File: src/rtl/latch_mem_wb_skid.sv
//------------------------------------------------------------------------------
// Module      : latch_mem_wb_skid
// Description : MEM/WB pipeline register with valid/ready handshake and a
//               one-entry skid buffer, flush, bubble-safe write enable,
//               forwarding-hit compare and a retired-instruction counter.
// Revision    : 1.0 - initial release
//------------------------------------------------------------------------------
`default_nettype none

module latch_mem_wb_skid #(
  parameter int DATA_W = 32,
  parameter int REG_AW = 5,
  parameter int CNT_W  = 32
) (
  input  logic              CLK_i,
  input  logic              RST_i,
  input  logic              valid_i,
  output logic              ready_o,
  input  logic              flush_i,
  input  logic [1:0]        WBackVector_i,
  input  logic [DATA_W-1:0] wbDato_i,
  input  logic [DATA_W-1:0] aluOut_i,
  input  logic [REG_AW-1:0] regDest_i,
  output logic              valid_o,
  input  logic              ready_i,
  output logic              memToReg_o,
  output logic              regWrite_o,
  output logic [DATA_W-1:0] wbDato_o,
  output logic [DATA_W-1:0] aluOut_o,
  output logic [REG_AW-1:0] regDest_o,
  input  logic [REG_AW-1:0] fwdRs_i,
  input  logic [REG_AW-1:0] fwdRt_i,
  output logic              fwdRsHit_o,
  output logic              fwdRtHit_o,
  output logic [CNT_W-1:0]  retireCnt_o
);

  // Main entry (drives the outputs) and skid entry (one overflow item)
  logic              r_mainValid;
  logic              r_mainMemToReg;
  logic              r_mainRegWrite;
  logic [DATA_W-1:0] r_mainWbDato;
  logic [DATA_W-1:0] r_mainAluOut;
  logic [REG_AW-1:0] r_mainRegDest;

  logic              r_skidValid;
  logic              r_skidMemToReg;
  logic              r_skidRegWrite;
  logic [DATA_W-1:0] r_skidWbDato;
  logic [DATA_W-1:0] r_skidAluOut;
  logic [REG_AW-1:0] r_skidRegDest;

  logic [CNT_W-1:0]  r_retireCnt;

  logic w_inFire;
  logic w_outFire;
  logic w_loadMainFromIn;
  logic w_loadMainFromSkid;
  logic w_loadSkid;
  logic w_regWrite;

  // ready_o comes straight from the skid flop, so it is registered and has
  // no combinational path from ready_i back to the MEM stage.
  assign ready_o   = ~r_skidValid;
  assign w_inFire  = valid_i & ready_o;
  assign w_outFire = r_mainValid & ready_i;

  // Capture decisions; a flush suppresses every load so input is dropped.
  // Main takes the input when empty, or when draining with nothing in skid.
  assign w_loadMainFromIn   = ~flush_i & w_inFire &
                              (~r_mainValid | (w_outFire & ~r_skidValid));
  assign w_loadMainFromSkid = ~flush_i & w_outFire & r_skidValid;
  assign w_loadSkid         = ~flush_i & w_inFire & r_mainValid & ~w_outFire;

  // Valid bits for main and skid entries
  always_ff @(posedge CLK_i or posedge RST_i) begin
    if (RST_i) begin
      r_mainValid <= 1'b0;
      r_skidValid <= 1'b0;
    end else if (flush_i) begin
      r_mainValid <= 1'b0;
      r_skidValid <= 1'b0;
    end else begin
      if (w_loadMainFromIn || w_loadMainFromSkid) begin
        r_mainValid <= 1'b1;
      end else if (w_outFire) begin
        r_mainValid <= 1'b0;
      end
      if (w_loadSkid) begin
        r_skidValid <= 1'b1;
      end else if (w_loadMainFromSkid) begin
        r_skidValid <= 1'b0;
      end
    end
  end

  // Main payload: loads only on capture, otherwise holds (stable under stall)
  always_ff @(posedge CLK_i or posedge RST_i) begin
    if (RST_i) begin
      r_mainMemToReg <= 1'b0;
      r_mainRegWrite <= 1'b0;
      r_mainWbDato   <= '0;
      r_mainAluOut   <= '0;
      r_mainRegDest  <= '0;
    end else if (w_loadMainFromSkid) begin
      r_mainMemToReg <= r_skidMemToReg;
      r_mainRegWrite <= r_skidRegWrite;
      r_mainWbDato   <= r_skidWbDato;
      r_mainAluOut   <= r_skidAluOut;
      r_mainRegDest  <= r_skidRegDest;
    end else if (w_loadMainFromIn) begin
      r_mainMemToReg <= WBackVector_i[1];
      r_mainRegWrite <= WBackVector_i[0];
      r_mainWbDato   <= wbDato_i;
      r_mainAluOut   <= aluOut_i;
      r_mainRegDest  <= regDest_i;
    end
  end

  // Skid payload: loads only when main is stalled and a new item arrives
  always_ff @(posedge CLK_i or posedge RST_i) begin
    if (RST_i) begin
      r_skidMemToReg <= 1'b0;
      r_skidRegWrite <= 1'b0;
      r_skidWbDato   <= '0;
      r_skidAluOut   <= '0;
      r_skidRegDest  <= '0;
    end else if (w_loadSkid) begin
      r_skidMemToReg <= WBackVector_i[1];
      r_skidRegWrite <= WBackVector_i[0];
      r_skidWbDato   <= wbDato_i;
      r_skidAluOut   <= aluOut_i;
      r_skidRegDest  <= regDest_i;
    end
  end

  // Retire counter: every WB consumption counts, flush included; wraps freely
  always_ff @(posedge CLK_i or posedge RST_i) begin
    if (RST_i) begin
      r_retireCnt <= '0;
    end else if (w_outFire) begin
      r_retireCnt <= r_retireCnt + CNT_W'(1);
    end
  end

  // Write enable is gated by entry valid and held low while reset is asserted
  assign w_regWrite  = r_mainRegWrite & r_mainValid & ~RST_i;

  assign valid_o     = r_mainValid;
  assign memToReg_o  = r_mainMemToReg;
  assign regWrite_o  = w_regWrite;
  assign wbDato_o    = r_mainWbDato;
  assign aluOut_o    = r_mainAluOut;
  assign regDest_o   = r_mainRegDest;
  assign retireCnt_o = r_retireCnt;

  // Register 0 is hard-wired zero, so it never forwards
  assign fwdRsHit_o  = w_regWrite & (r_mainRegDest != '0) & (r_mainRegDest == fwdRs_i);
  assign fwdRtHit_o  = w_regWrite & (r_mainRegDest != '0) & (r_mainRegDest == fwdRt_i);

endmodule

`default_nettype wire

File: config.mk
export PLATFORM = sky130hd
export DESIGN_NAME = latch_mem_wb_skid
export DESIGN_NICKNAME = d
export VERILOG_FILES = /design/src/rtl/latch_mem_wb_skid.sv
export SDC_FILE = /design/constraint.sdc
export NUM_CORES = 1
export LEC_CHECK = 0
export BUFFER_PORTS_ARGS = -buffer_cell sky130_fd_sc_hd__clkbuf_2
export CAP_MARGIN = 20
export CORE_ASPECT_RATIO = 0.5
export CORE_MARGIN = 2
export CORE_UTILIZATION = 57
export DETAILED_ROUTE_END_ITERATION = 8
export HOLD_SLACK_MARGIN = 0.15
export PLACE_DENSITY = 0.88
export SETUP_SLACK_MARGIN = 0.4
export SYNTH_ARGS = -nofsm -noshare
export SYNTH_HDL_FRONTEND = slang
export SYNTH_SLANG_ARGS = --single-unit
File: constraint.sdc
create_clock -name CLK_i -period 13.4 [get_ports CLK_i]
set_input_delay 1.34 -clock CLK_i [delete_from_list [all_inputs] [get_ports CLK_i]]
set_output_delay 1.34 -clock CLK_i [all_outputs]
set_load 0.02 [all_outputs]
---- After elaboration in Yosys (flattened, before gate mapping) ----
Cells that the tools add are included.
word-level totals
  output and inout bits ................... 107
  word-level logic and storage cells ...... 57
  input bits .............................. 86
  bits in registers ....................... 176
cells by class
  bitwise logic cells ..................... 20
  add/sub/neg operators ................... 1
  muxes and demuxes ....................... 16
  reductions and logical operators ........ 5
  eq/ne operators ......................... 2
operators with widths
  kind                                                             count
  32-bit 2-to-1 mux                                                4
  32-bit by 1-bit adder with 32-bit output, second input constant  1
  1-bit bitwise AND                                                14
  5-bit == test                                                    2
  1-bit 2-to-1 mux                                                 10
  5-bit 2-to-1 mux                                                 2
  3-bit nonzero test                                               2
  1-bit inverter                                                   5
  5-bit nonzero test                                               1
  2-bit nonzero test                                               1
  1-bit logical OR                                                 1
  1-bit bitwise OR                                                 1

---- Longest topological paths before layout ----
Gate-level depths: netlist of run 1.
  word-level depth ........................ 7
  depth in mapped cells ................... 7
  gate-level depth less buffers ........... 5

---- Worst setup path before layout of run 1 ----
OpenSTA, ideal clock, no wires.
  path kind ............................... input -> output
  start point ............................. in RST_i
  end point ............................... out fwdRsHit_o
  buffers on the path ..................... 0
  stages .................................. 4
  arrival ................................. 6.522 ns
  setup slack ............................. 5.538 ns
  data required time ...................... 12.060 ns
  cells stage by stage .................... inv_1 > and3_1 > o21ai_0 > nor4_1
between the ends
  word-level cells in the longest chain between the ends .. 4
RTL lines
  element                         RTL line  source
  start: declaration              16        input logic RST_i,
  1-bit inverter                  147       assign w_regWrite = r_mainRegWrite & r_mainValid & ~RST_i;
  1-bit bitwise AND               147
  named net regWrite_o            27        output logic regWrite_o,
  1-bit bitwise AND (2 in a row)  158       assign fwdRsHit_o = w_regWrite & (r_mainRegDest != '0) & (r_mainRegDest == fwdRs_i);
  end: declaration                33        output logic fwdRsHit_o,
The timed path passes the listed nets, and every way through them passes these cells.

---- Worst setup path in the final report of run 1 ----
  start point ............................. in RST_i
  end point ............................... out fwdRtHit_o
between the ends
  word-level cells in the longest chain between the ends .. 4
RTL lines
  element                         RTL line  source
  1-bit inverter                  147
  1-bit bitwise AND               147
  1-bit bitwise AND (2 in a row)  159       assign fwdRtHit_o = w_regWrite & (r_mainRegDest != '0) & (r_mainRegDest == fwdRt_i);
  end: declaration                34        output logic fwdRtHit_o,
Every way passes these cells.

==> impl_metrics.json, run 1 <==
{
  "synth.area.top_cells": "dfrtp_1, mux2_2, mux2i_1",
  "min_path_cells": 1,
  "ant_nets": 0,
  "yosysMostFrequentCell": "dfrtp_1",
  "tns_ns": 0,
  "grt_max_degree": 116,
  "post_cts_resized": 0,
  "grt_pass1_vias": 5265,
  "root_buffer": "clkbuf_16",
  "die_y_um": 85.96,
  "mappedNetlistArea_um2": 7657,
  "min_path_type": "reg2reg",
  "status": "finished clean",
  "clock_path_buffers": 2,
  "hpwl_mm": 10.49,
  "core-area_um2": 12880,
  "fin_hold_ws_ns": 0.4832,
  "num-fill-cells": 916,
  "antenna_cells": 0,
  "switchingPower_w": 0.0004029,
  "drt-initial-drc-count": 257,
  "cp-end-kind": "output pin",
  "path_buf_inv": 3,
  "finalCritPeriodShare": 0.3106,
  "syn-instance-count": 610,
  "cts_hold_buf": 0,
  "syn_nets": 697,
  "design.die.area_um2": 14430,
  "cts_buffers": 17,
  "final_core_util": 0.7141,
  "synthArstFlopShare": 1.000,
  "vias_per_cell": 5.322,
  "grt_antenna_before_repair": 0,
  "rsz0062_at_grt": "no",
  "clockPowerShare": 0.330,
  "vias": 5194,
  "crit_arrival_ns": 2.82,
  "max_cap_viol_count": 0,
  "cts.sinks": 176,
  "fin_worst_skew_ns": 0.009548,
  "nNetsFinal": 882,
  "power.density_nw_per_um2": 151.5,
  "std_cell_rows": 29,
  "gp_congestion": 0.8140,
  "numPortBuffers": 192,
  "cp_top_family": "buffers and inverters",
  "p_leak_nw": 4.886,
  "p_int_w": 0.0009907,
  "synth_largest_area_cell": "dfrtp_1",
  "cp_max_fo": 75,
  "final-setup-viol-count": 0,
  "slowest_delay_ns": 0.47,
  "overflow": 0,
  "ys_warn_count": 0,
  "finalMaxSlewViolations": 0,
  "start_kind": "input pin",
  "worst_pin_slew_ns": 1.078,
  "htreeDepth": 4,
  "avgSynthCellArea_um2": 12.55,
  "synth_top_cell_area_share": 0.5752,
  "finalCriticalPeriod_ns": 4.161,
  "drc": 0,
  "wl_per_cell_um": 15.88,
  "ys_seq_elements": 176,
  "fmax_ghz": 0.2403,
  "multiInputGateArea_um2": 2970,
  "place_area_um2": 8602,
  "cts_tree": "yes",
  "worst-setup-path-type": "in2out",
  "grt_pass1_wl_mm": 25.16,
  "worstSetupPathDepth": 6,
  "clk_pin_slew_ns": 0.07,
  "cts_setup_buffers": 0,
  "synth_cell_types": 33,
  "layout-drive-gt1-share": 0.3834,
  "final_area_um2": 9199,
  "crit_top_cell": "clkbuf_2",
  "worstRegToRegCells": 6,
  "totalWireLength_mm": 15.50,
  "grt_use_total": 0.2185,
  "first_pass_iters": 4,
  "synth_seq_area_share": 0.5752,
  "p_seq_frac": 0.491,
  "area.sequential_um2": 4404,
  "clock_latency_ns": 0.40,
  "fp.dieW_um": 167.9,
  "area_growth_pct": 20.13,
  "start_util": 0.5945,
  "synth_edf_count": 0,
  "synthTopCellsByCount": "dfrtp_1, nor2_1, a21oi_1, mux2_2, mux2i_1",
  "p_sw_frac": 0.2891,
  "slowest_stage": "inv_6",
  "maxSlewHeadroom": 0.2812,
  "power_frac_comb": 0.179,
  "required_ns": 12.06,
  "synth_flop_cell": "dfrtp_1",
  "crit_path_cell_trace": "clkbuf_2 -> inv_6 -> and3_1 -> o21ai_0 -> nor4_1 -> clkbuf_2",
  "finalHoldViolCount": 0,
  "ios": 193,
  "ir_worst_vdd_v": 0.00009751
}
-- cell type report --
type / instances / share of cell area
Sequential cell: 176 / 0.4788
Multi-Input combinational cell: 397 / 0.3229
Clock buffer: 18 / 0.04665
Clock inverter: 12 / 0.01224
Inverter: 5 / 0.002584
Tap cell: 170 / 0.02312
Timing Repair Buffer: 198 / 0.1137
-- placed cells by master, fill, tap and decap left out, types with 2 or more instances in the layout --
cell type / count
nor4_1: 3
xor2_1: 11
dfrtp_1: 176
mux2_2: 72
inv_1: 4
mux2i_1: 72
inv_6: 5
buf_16: 2
nand4_1: 8
nor4_4: 2
clkinv_2: 2
nand2_1: 8
and3_1: 7
a21oi_1: 72
nand4_2: 2
clkbuf_16: 17
xnor2_1: 30
nor2_1: 81
clkbuf_2: 192
buf_4: 4
clkinvlp_4: 5
nand3_1: 15
-- metrics by stage --
step / total power [W] / setup slack (ns) / cells
floorplan: 0.0008482 / 5.538 / 610
global placement: 0.0009260 / 9.212 / 944
detailed placement: 0.0009447 / 9.187 / 944
CTS: 0.001404 / 9.185 / 974
global route: 0.001462 / 9.005 / 976
finish: 0.001394 / 9.239 / 976
-- routing by layer --
metal / up-vias / track usage / part of all wire
met1: 2582 / 0.2741 / 0.43
met3: 12 / 0.04246 / 0.034
li1: 2503 / - / -
met2: 97 / 0.3956 / 0.52
met5: - / 0 / 0
met4: 0 / 0.05692 / 0.0097
-- cell families (layout without fill, tap and decap cells) --
family,count (synthesis),after routing,share of synthesized area
AO/OA/AOI/OAI,74,74,0.04869
XOR/XNOR,41,41,0.04689
adder cells (fa/ha/maj),1,1,0.001634
buffers and inverters,37,233,0.03856
flip-flops,176,176,0.5752
multiplexers,144,144,0.2000
AND/OR/NAND/NOR,137,137,0.08905
-- final timing paths --
path	end	from	slack [ns]
min in group asynchronous	retireCnt_o[14]	RST_i	1.04
worst min register to register	retireCnt_o[31]	retireCnt_o[31]	0.48
worst min-delay path	retireCnt_o[31]	retireCnt_o[31]	0.48
max in group asynchronous	r_skidAluOut[18]	RST_i	10.58
worst max register to register	regDest_o[1]	valid_o	10.60
worst max-delay path	fwdRtHit_o	RST_i	9.24
-- power groups by stage --
stage / registers (W) / logic [W] / clock network [W]
CTS: 0.000684 / 0.000253 / 0.000468
floorplan: 0.000732 / 0.000117 / 0
finish: 0.000684 / 0.000250 / 0.000460
global route: 0.000696 / 0.000274 / 0.000492
detailed placement: 0.000693 / 0.000252 / 0
global placement: 0.000686 / 0.000240 / 0
-- sequential cells by signal, indices dropped and copies added, names as in the netlist, 5 cells and up --
signal / count
regDest_o: 5
r_skidAluOut: 32
retireCnt_o: 32
wbDato_o: 32
r_skidWbDato: 32
aluOut_o: 32
r_skidRegDest: 5
-- worst register-to-register path, cell delays in order, from the launching register on --
cell and delay [ns]:
dfrtp_1 0.59, mux2i_1 0.20, nor3_4 0.86, buf_4 0.40, buf_16 0.33, nor2_1 0.18, a21oi_1 0.15
(Power assumes the default switching activity.)
==> run 2: changes to the inputs <==
- CORE_UTILIZATION: 57 -> 48
- PLACE_DENSITY: 0.88 -> 0.79
- clock period: 13.4 -> 3.5 ns (I/O delays scaled with it)
==> run 2 against run 1 <==
  * Highest routed layer unchanged
  * Largest cell class unchanged
  * Hold slack lost 0.31 ns
  * Clock skew decreased by 0.0023 ns
  * Final area is 1.7% higher
  * Die area is 18% higher
==> impl_metrics.json, run 2 (synthesized netlist as in run 1, its figures left out) <==
{
  "final-setup-viol-count": 0,
  "core-area_um2": 15490,
  "die_y_um": 93.31,
  "cts_buffers": 17,
  "final_area_um2": 9359,
  "totalWireLength_mm": 16.24,
  "wl_per_cell_um": 16.06,
  "p_int_w": 0.004162,
  "grt_antenna_before_repair": 0,
  "cp_max_fo": 46,
  "power.density_nw_per_um2": 614.2,
  "finalHoldViolCount": 0,
  "cts_hold_buf": 0,
  "design.die.area_um2": 17040,
  "hpwl_mm": 10.64,
  "crit_path_cell_trace": "nand2_1 -> or3_4 -> buf_4 -> mux2i_1 -> a21oi_1",
  "first_pass_iters": 5,
  "vias": 5248,
  "crit_arrival_ns": 2.78,
  "power_frac_comb": 0.166,
  "cts.sinks": 176,
  "post_cts_resized": 0,
  "clock_path_buffers": 2,
  "final_cell_mix": "clkbuf_2, dfrtp_1, nor2_1",
  "worst_pin_slew_ns": 1.003,
  "fp.dieW_um": 182.6,
  "drt-initial-drc-count": 275,
  "grt_pass1_wl_mm": 26.11,
  "maxSlewHeadroom": 0.3311,
  "grt_use_total": 0.1947,
  "start_kind": "flop",
  "start_util": 0.4942,
  "ios": 193,
  "p_sw_frac": 0.2760,
  "worst-setup-path-type": "reg2reg",
  "ant_nets": 0,
  "grt_pass1_vias": 5169,
  "drc": 0,
  "mostFrequentLayoutCell": "clkbuf_2",
  "layout-drive-gt1-share": 0.3903,
  "slowest_delay_ns": 0.72,
  "rsz0062_at_grt": "no",
  "fin_worst_skew_ns": 0.007266,
  "cp-end-kind": "flop",
  "root_buffer": "clkbuf_16",
  "status": "finished clean",
  "htreeDepth": 4,
  "max_cap_viol_count": 0,
  "nNetsFinal": 881,
  "p_leak_nw": 4.939,
  "clk_pin_slew_ns": 0.07,
  "finalMaxSlewViolations": 0,
  "ir_worst_vdd_v": 0.0003618,
  "min_path_type": "in2async",
  "place_area_um2": 8681,
  "switchingPower_w": 0.001586,
  "r2r_slack_ns": 0.99,
  "cts_setup_buffers": 0,
  "finalCritPeriodShare": 0.7181,
  "clockPowerShare": 0.378,
  "slowest_stage": "or3_4",
  "tns_ns": 0,
  "p_seq_frac": 0.456,
  "required_ns": 3.76,
  "antenna_cells": 0,
  "numPortBuffers": 192,
  "gp_congestion": 0.7546,
  "clock_latency_ns": 0.42,
  "fmax_ghz": 0.3979,
  "overflow": 0,
  "std_cell_rows": 32,
  "finalCriticalPeriod_ns": 2.513,
  "vias_per_cell": 5.191,
  "cts_tree": "yes",
  "grt_max_degree": 177,
  "area_growth_pct": 22.22
}
## run 2: cell types whose count changed in the layout (fill, tap and decap cells not counted), sizes merged
cell / previous run / this run
bufinv: 1 / 6
buf: 6 / 5
clkbuf: 210 / 209
clkinvlp: 5 / 3
## run 2: power by group through the flow
stage	combinational (W)	clock [W]	sequential (W)
2_1_floorplan	0.000450	0	0.00280
3_3_place_gp	0.000931	0	0.00263
3_5_place_dp	0.000965	0	0.00265
4_1_cts	0.000971	0.00221	0.00262
5_1_grt	0.00105	0.00230	0.00266
6_report	0.000956	0.00217	0.00262
## run 2: worst max-delay path, delay by kind of cell, from the launching register on
kind            cells  cell delay, ns
simple gates        2            0.92
compound gates      1            0.10
flops               1            0.51
mux                 1            0.25
buf+inv             1            0.55
## run 2: worst paths after layout
check / cells after the start / end / start
min in group CLK_i: 2 / r_skidAluOut[1] / aluOut_i[1]
max in group asynchronous: 3 / aluOut_o[19] / RST_i
worst min-delay path: 3 / wbDato_o[6] / RST_i
worst max register to register: 5 / wbDato_o[4] / valid_o
worst min register to register: 1 / retireCnt_o[31] / retireCnt_o[31]
worst max-delay path: 5 / wbDato_o[4] / valid_o
## run 2: final cells by class
cell class                      count  area, um2
Inverter                            5      22.52
Clock inverter                     15      252.7
Sequential cell                   176       4404
Tap cell                          204      255.2
Clock buffer                       17      425.4
Timing Repair Buffer              197       1011
Multi-Input combinational cell    397       2988
Fill cell                        1258       6136
## run 2: metrics by stage
stage	setup slack (ns)	total power (W)	hold WS, ns	utilization	cells
2_1_floorplan	-0.8084	0.003252	0.4164	-	610
3_3_place_gp	1.089	0.003561	0.4671	0.5602	979
3_5_place_dp	0.9972	0.003619	0.4705	0.5602	979
4_1_cts	0.9729	0.005805	0.1561	0.6040	1011
5_1_grt	0.8049	0.006004	0.1610	0.6040	1011
6_report	0.9866	0.005748	0.1751	0.6040	1011
## run 2: layer usage
metal / vias to the layer above / share of wire / track usage
met5: - / 0 / 0
met4: 0 / 0.013 / 0.06183
met3: 20 / 0.031 / 0.03777
met2: 100 / 0.51 / 0.3349
met1: 2637 / 0.44 / 0.2516
li1: 2491 / - / -
